### src/rtl/game_sequencer_if.sv
// Control and status bundle between the round sequencer and its neighbours.
// master is the sequencer side; slave is the datapath/display side.
interface game_sequencer_if;
    logic       auth_bit;
    logic       logout;
    logic       button_pulse;
    logic       win;
    logic       loose;
    logic       time_stop;
    logic [3:0] level_num;
    logic       levelupdated;
    logic       round_start;
    logic       round_abort;
    logic       game_enable;
    logic [1:0] lives;
    logic [7:0] score;
    logic       game_over;
    logic       champion;
    logic [2:0] state;

    modport master (
        input  auth_bit, logout, button_pulse, win, loose, time_stop,
        output level_num, levelupdated, round_start, round_abort, game_enable,
        output lives, score, game_over, champion, state
    );

    modport slave (
        output auth_bit, logout, button_pulse, win, loose, time_stop,
        input  level_num, levelupdated, round_start, round_abort, game_enable,
        input  lives, score, game_over, champion, state
    );
endinterface

### src/rtl/game_sequencer.sv
// Round-level controller for the memory-tester game: session gating, round launch,
// verdict handling, level/lives/score bookkeeping and inter-round cooldown.
//
// state     | meaning
// ----------+--------------------------------------------------
// IDLE      | not authenticated, waiting for auth_bit
// READY     | authenticated, waiting for button_pulse to start a round
// PLAY      | round running, waiting for a verdict
// WIN       | one cycle: credit score, advance level or crown champion
// LOSE      | one cycle: take a life, maybe end the game
// COOLDOWN  | pause down-counter running before next READY
// GAME_OVER | lives exhausted, button_pulse restarts the game
// CHAMPION  | MAX_LEVEL cleared, button_pulse restarts the game
module game_sequencer #(
    parameter int unsigned MAX_LEVEL    = 9,
    parameter int unsigned LIVES        = 3,
    parameter int unsigned PAUSE_CYCLES = 16
) (
    input  logic              clock,
    input  logic              rst,
    game_sequencer_if.master  bus
);

    localparam int unsigned CW = (PAUSE_CYCLES > 1) ? $clog2(PAUSE_CYCLES) : 1;
    localparam logic [CW-1:0] CNT_LOAD   = CW'(PAUSE_CYCLES - 1);
    localparam logic [3:0]    LVL_MAX    = 4'(MAX_LEVEL);
    localparam logic [1:0]    LIVES_INIT = 2'(LIVES);

    typedef enum logic [2:0] {
        IDLE      = 3'd0,
        READY     = 3'd1,
        PLAY      = 3'd2,
        WIN       = 3'd3,
        LOSE      = 3'd4,
        COOLDOWN  = 3'd5,
        GAME_OVER = 3'd6,
        CHAMPION  = 3'd7
    } state_t;

    state_t        state_r, state_nx;
    logic [3:0]    level_r, level_nx;
    logic [1:0]    lives_r, lives_nx;
    logic [7:0]    score_r, score_nx;
    logic [CW-1:0] cnt_r, cnt_nx;
    logic          start_r, start_nx;
    logic          lvlup_r, lvlup_nx;
    logic          abort_r, abort_nx;
    logic          enable_r, over_r, champ_r;
    logic          kill;
    logic [8:0]    score_sum;

    always_ff @(posedge clock or negedge rst) begin
        if (!rst) begin
            state_r  <= IDLE;
            level_r  <= 4'd1;
            lives_r  <= LIVES_INIT;
            score_r  <= 8'd0;
            cnt_r    <= '0;
            start_r  <= 1'b0;
            lvlup_r  <= 1'b0;
            abort_r  <= 1'b0;
            enable_r <= 1'b0;
            over_r   <= 1'b0;
            champ_r  <= 1'b0;
        end else begin
            state_r  <= state_nx;
            level_r  <= level_nx;
            lives_r  <= lives_nx;
            score_r  <= score_nx;
            cnt_r    <= cnt_nx;
            start_r  <= start_nx;
            lvlup_r  <= lvlup_nx;
            abort_r  <= abort_nx;
            enable_r <= (state_nx == PLAY);
            over_r   <= (state_nx == GAME_OVER);
            champ_r  <= (state_nx == CHAMPION);
        end
    end

    // Losing auth outside IDLE is treated exactly like an explicit logout.
    assign kill      = bus.logout || ((state_r != IDLE) && !bus.auth_bit);
    assign score_sum = {1'b0, score_r} + {5'd0, level_r};

    always_comb begin
        state_nx = state_r;
        level_nx = level_r;
        lives_nx = lives_r;
        score_nx = score_r;
        cnt_nx   = cnt_r;
        start_nx = 1'b0;
        lvlup_nx = 1'b0;
        abort_nx = 1'b0;

        if (kill) begin
            state_nx = IDLE;
            level_nx = 4'd1;
            lives_nx = LIVES_INIT;
            score_nx = 8'd0;
            abort_nx = (state_r == PLAY);
        end else begin
            case (state_r)
                IDLE: begin
                    if (bus.auth_bit) state_nx = READY;
                end
                READY: begin
                    if (bus.button_pulse) begin
                        state_nx = PLAY;
                        start_nx = 1'b1;
                    end
                end
                PLAY: begin
                    if (bus.loose || bus.time_stop) state_nx = LOSE;
                    else if (bus.win)               state_nx = WIN;
                end
                WIN: begin
                    score_nx = score_sum[8] ? 8'hFF : score_sum[7:0];
                    if (level_r >= LVL_MAX) begin
                        state_nx = CHAMPION;
                    end else begin
                        level_nx = level_r + 4'd1;
                        lvlup_nx = 1'b1;
                        cnt_nx   = CNT_LOAD;
                        state_nx = COOLDOWN;
                    end
                end
                LOSE: begin
                    if (lives_r <= 2'd1) begin
                        lives_nx = 2'd0;
                        state_nx = GAME_OVER;
                    end else begin
                        lives_nx = lives_r - 2'd1;
                        cnt_nx   = CNT_LOAD;
                        state_nx = COOLDOWN;
                    end
                end
                COOLDOWN: begin
                    if (cnt_r == '0) state_nx = READY;
                    else             cnt_nx   = cnt_r - 1'b1;
                end
                GAME_OVER, CHAMPION: begin
                    if (bus.button_pulse) begin
                        state_nx = READY;
                        level_nx = 4'd1;
                        lives_nx = LIVES_INIT;
                        score_nx = 8'd0;
                    end
                end
                default: state_nx = IDLE;
            endcase
        end
    end

    assign bus.state        = state_r;
    assign bus.level_num    = level_r;
    assign bus.lives        = lives_r;
    assign bus.score        = score_r;
    assign bus.round_start  = start_r;
    assign bus.levelupdated = lvlup_r;
    assign bus.round_abort  = abort_r;
    assign bus.game_enable  = enable_r;
    assign bus.game_over    = over_r;
    assign bus.champion     = champ_r;

endmodule

### src/flat_wrapper.sv
// flat-port wrapper written by rule: the top's interface ports become plain ports
module game_sequencer_flat 
#(
    parameter int unsigned MAX_LEVEL    = 9,
    parameter int unsigned LIVES        = 3,
    parameter int unsigned PAUSE_CYCLES = 16
)
  (clock, rst, bus_auth_bit, bus_logout, bus_button_pulse, bus_win, bus_loose, bus_time_stop, bus_level_num, bus_levelupdated, bus_round_start, bus_round_abort, bus_game_enable, bus_lives, bus_score, bus_game_over, bus_champion, bus_state);
  game_sequencer_if bus_i ();
  input  logic clock;
  input  logic rst;
  input wire logic [$bits(bus_i.auth_bit)-1:0] bus_auth_bit;
  input wire logic [$bits(bus_i.logout)-1:0] bus_logout;
  input wire logic [$bits(bus_i.button_pulse)-1:0] bus_button_pulse;
  input wire logic [$bits(bus_i.win)-1:0] bus_win;
  input wire logic [$bits(bus_i.loose)-1:0] bus_loose;
  input wire logic [$bits(bus_i.time_stop)-1:0] bus_time_stop;
  output wire logic [$bits(bus_i.level_num)-1:0] bus_level_num;
  output wire logic [$bits(bus_i.levelupdated)-1:0] bus_levelupdated;
  output wire logic [$bits(bus_i.round_start)-1:0] bus_round_start;
  output wire logic [$bits(bus_i.round_abort)-1:0] bus_round_abort;
  output wire logic [$bits(bus_i.game_enable)-1:0] bus_game_enable;
  output wire logic [$bits(bus_i.lives)-1:0] bus_lives;
  output wire logic [$bits(bus_i.score)-1:0] bus_score;
  output wire logic [$bits(bus_i.game_over)-1:0] bus_game_over;
  output wire logic [$bits(bus_i.champion)-1:0] bus_champion;
  output wire logic [$bits(bus_i.state)-1:0] bus_state;
  assign bus_i.auth_bit = bus_auth_bit;
  assign bus_i.logout = bus_logout;
  assign bus_i.button_pulse = bus_button_pulse;
  assign bus_i.win = bus_win;
  assign bus_i.loose = bus_loose;
  assign bus_i.time_stop = bus_time_stop;
  assign bus_level_num = bus_i.level_num;
  assign bus_levelupdated = bus_i.levelupdated;
  assign bus_round_start = bus_i.round_start;
  assign bus_round_abort = bus_i.round_abort;
  assign bus_game_enable = bus_i.game_enable;
  assign bus_lives = bus_i.lives;
  assign bus_score = bus_i.score;
  assign bus_game_over = bus_i.game_over;
  assign bus_champion = bus_i.champion;
  assign bus_state = bus_i.state;
  game_sequencer #(.MAX_LEVEL(MAX_LEVEL), .LIVES(LIVES), .PAUSE_CYCLES(PAUSE_CYCLES)) u_core (.clock(clock), .rst(rst), .bus(bus_i));
endmodule
### config.mk
export PLATFORM = sky130hd
export DESIGN_NAME = game_sequencer_flat
export DESIGN_NICKNAME = d
export VERILOG_FILES = /design/src/rtl/game_sequencer_if.sv /design/src/rtl/game_sequencer.sv /design/src/flat_wrapper.sv
export SDC_FILE = /design/constraint.sdc
export NUM_CORES = 1
export LEC_CHECK = 0
export BUFFER_PORTS_ARGS = -buffer_cell sky130_fd_sc_hd__buf_2
export CAP_MARGIN = 20
export CORE_ASPECT_RATIO = 0.6
export CORE_MARGIN = 2
export CORE_UTILIZATION = 40
export CTS_BUF_LIST = sky130_fd_sc_hd__clkbuf_4 sky130_fd_sc_hd__clkbuf_8
export CTS_CLUSTER_DIAMETER = 50
export CTS_CLUSTER_SIZE = 20
export DETAILED_ROUTE_END_ITERATION = 10
export GPL_TIMING_DRIVEN = 0
export PLACE_DENSITY = 0.58
export SYNTH_ARGS = -nofsm -noshare
export SYNTH_HDL_FRONTEND = slang
export SYNTH_SLANG_ARGS = --single-unit
### constraint.sdc
create_clock -name clock -period 5.71 [get_ports clock]
set_clock_uncertainty 0.1 [all_clocks]
set_input_delay 1.142 -clock clock [delete_from_list [all_inputs] [get_ports clock]]
set_output_delay 1.142 -clock clock [all_outputs]
set_load 0.01 [all_outputs]
==> results.txt <==
Outcome: complete, no violations
Antenna Nets Post-Route: 0
Fin. max-slew vios: 0
Gp weighted congestion: 0.8723
Hold Vio Cnt, Final: 0
Synth top cells by count: 24 x dfrtp_1, 14 x inv_1, 13 x a21oi_1
DRC Markers: 0
Final design utilization: 49.97%
Root buffer cell: clkbuf_8
P per Cell Area: 175.1 nW/um^2
Average size of a mapped cell: 9.844 sq um
Setup TNS: 0 ns
Starting density of the core: 43.16%
Worst endpoint required time: 5.77 ns
Placed instance count: 243
Drt first-iter violations: 110
Fin crit share: 40.09%
#FFs+latches synth: 27
Avg WL per Cell: 16.49 microns
# IOs: 31
Nets: 218
CTS tree: built
Total grt overflow: 0
Largest family of logic cells by synthesized area: compound AO/OA/AOI/OAI gates
Site row count: 17
VDD IR max: 0.09685 mV
CTS clock-pin slew for the worst setup and hold paths: 0.09 ns
Maxcap violations: 0
Worst-Margin Slew: 0.6443 ns
Yosys top cell area share: 36.75%
Port Buf Inserts: 30
Syn_nets: 183
Asr flop ratio synth: 100.0%
Synth top area cells: dfrtp_1 37%, ha_1 6.1%, dfstp_2 4.8%, a21oi_1 4.0%, inv_1 3.2%
Critical path endpoint category: flip-flop
Num Clock Sinks: 27
Pleak: 0.9383 nW
Post-synthesis xor/xnor area fraction: 1.072%
Mux share of post-synthesis cell area: 1.991%
Vias in the first global route: 1373
Final setup vio count: 0
1st-pass router iterations: 4
Mapped Area: 1634 sq um
Compound-Gate Fraction of Synth Area: 22.74%
Post-Synth Adder-Cell Area: 7.351%
GRT Total Usage: 20.03%
Min Tclk post-route: 2.289 ns
RSZ-0062 raised after global routing: false
Setup crit start kind: flip-flop
Simple-gate share of the synthesized area: 20.75%
Drt total wl: 4072 microns
Die Y: 53.51 microns
Critical path type: flip-flop to flip-flop
Worst Hold Class: flip-flop to flip-flop
Clk_lat worst skew: 0.27 ns
H-Tree Depth: 1
Hold Buf Count CTS: 0
Area of the core: 3786 sq um
Yosys cell types: 56
Layout cells sized above 1: 25.50%
Layout overhead on the synthesized area: 15.77%
Diodes inserted: 0
Via count: 1418
Arr. time, crit path: 2.35 ns
Die W: 86.52 microns
Count leader, synth: dfrtp_1
Post-synth EDFFs: 0
Post-synth top area cell: dfrtp_1
Seq/Total Area, Yosys: 41.58%
Mapped Cells: 166
Critical Path Fanout Max: 7
Top_reg_cell synth: dfrtp_1
Setup bufs post-CTS: 0
CTS Buffer Depth: 2
Full die area: 4629 sq um
Initial antenna violation count: 0
CTS resizes: 0
Filler cells: 363
Placed cell areas: 1843 sq um
Vias/cell: 5.741
Max-Slew Margin vs Limit: 56.76%
Finished Cell Area: 1892 sq um
Post-DP HPWL: 3033 microns
TritonCTS Buffers: 3
Maximum clock rate: 436.9 MHz
Fin cells: 247
First-pass GRT wire length: 6996 microns
Pin count of the biggest net entering global routing: 28
Synth warnings: 0
==> power breakdown <==
group / internal [mW] / total, mW / switching, mW
Combinational: 0.00889 / 0.0243 / 0.0154
Sequential: 0.192 / 0.193 / 0.00104
Clock: 0.0548 / 0.113 / 0.0587
Total: 0.256 / 0.331 / 0.0751
==> state kept, by name, summed over array words and instances, names as in the netlist, 2 cells and up <==
signal,flops
u_core.cnt_r,4
u_core.bus.level_num,4
u_core.bus.state,3
u_core.bus.score,8
u_core.bus.lives,2
==> per-layer routing <==
layer	GRT usage [%]	share of wire [%]
met5	0	0
met4	3.646	0.61
met2	28.97	40
met3	5.928	7.7
met1	29.75	52
==> final timing paths <==
kind	startpoint	to	slack [ns]	cells after the start
min	u_core.bus.score[2]$_DFFE_PN0P_	u_core.bus.score[2]$_DFFE_PN0P_	0.43	1
min reg2reg	u_core.bus.score[2]$_DFFE_PN0P_	u_core.bus.score[2]$_DFFE_PN0P_	0.43	1
max in group asynchronous	rst	u_core.bus.round_start$_DFF_PN0_	4.35	1
max	u_core.bus.level_num[1]$_DFFE_PN0P_	u_core.cnt_r[1]$_DFFE_PN0P_	3.42	6
min in group asynchronous	rst	u_core.bus.score[4]$_DFFE_PN0P_	0.76	1
max reg2reg	u_core.bus.level_num[1]$_DFFE_PN0P_	u_core.cnt_r[1]$_DFFE_PN0P_	3.42	6
==> metrics by stage <==
step | power, mW | setup WS (ns) | hold slack (ns)
2_1_floorplan | 0.2101 | 3.475 | 0.4035
3_3_place_gp | 0.2206 | 3.229 | 0.3986
3_5_place_dp | 0.2215 | 3.207 | 0.4111
4_1_cts | 0.3365 | 3.411 | 0.4406
5_1_grt | 0.3488 | 3.275 | 0.4718
6_report | 0.3312 | 3.421 | 0.4322
==> layout by cell type (no fill, tap or decap), drive strengths merged, types with 2 or more instances in the layout <==
master   netlist  routed
nand3          5       5
nand3b         2       2
o2111ai        2       2
buf            2      32
o21ai          6       6
inv           14      14
and3           3       3
clkbuf         3       7
a21oi         13      13
o31a           2       2
nor2b          3       3
mux2           2       2
nor3           5       5
and3b          3       3
a211o          2       2
and2           2       2
nor3b          3       3
a2bb2oi        2       2
nand2         10      10
a21o           2       2
dfrtp         24      24
a31o           2       2
o2bb2ai        4       4
nand2b         3       3
or3            2       2
dfstp          3       3
ha             8       8
nor2           9       9
==> kinds of logic (layout without fill, tap and decap cells) <==
kind of cell,Yosys count,in the layout
AND/OR/NAND/NOR,57,57
AO/OA/AOI/OAI,49,49
flip-flops,27,27
buffers and inverters,19,53
adder cells (fa/ha/maj),9,9
multiplexers,3,3
XOR/XNOR,2,2
==> worst max-delay path, stage by stage, from the launching register on <==
cell and delay, ns:
dfrtp_1 0.50, inv_1 0.10, ha_1 0.18, or3b_1 0.43, a32oi_2 0.39, nand3_2 0.16
mux2_2 0.31
==> final cells by class <==
| class | count | area (sq um) | share of cell area [%] |
|---|---|---|---|
| Tap cell | 47 | 58.81 | 3.108 |
| Buffer | 5 | 21.27 | 1.124 |
| Timing Repair Buffer | 30 | 150.1 | 7.937 |
| Sequential cell | 27 | 679.4 | 35.91 |
| Clock buffer | 4 | 48.80 | 2.579 |
| Inverter | 14 | 52.55 | 2.778 |
| Multi-Input combinational cell | 120 | 880.8 | 46.56 |
No activity file was read; power rests on OpenSTA's default activity.
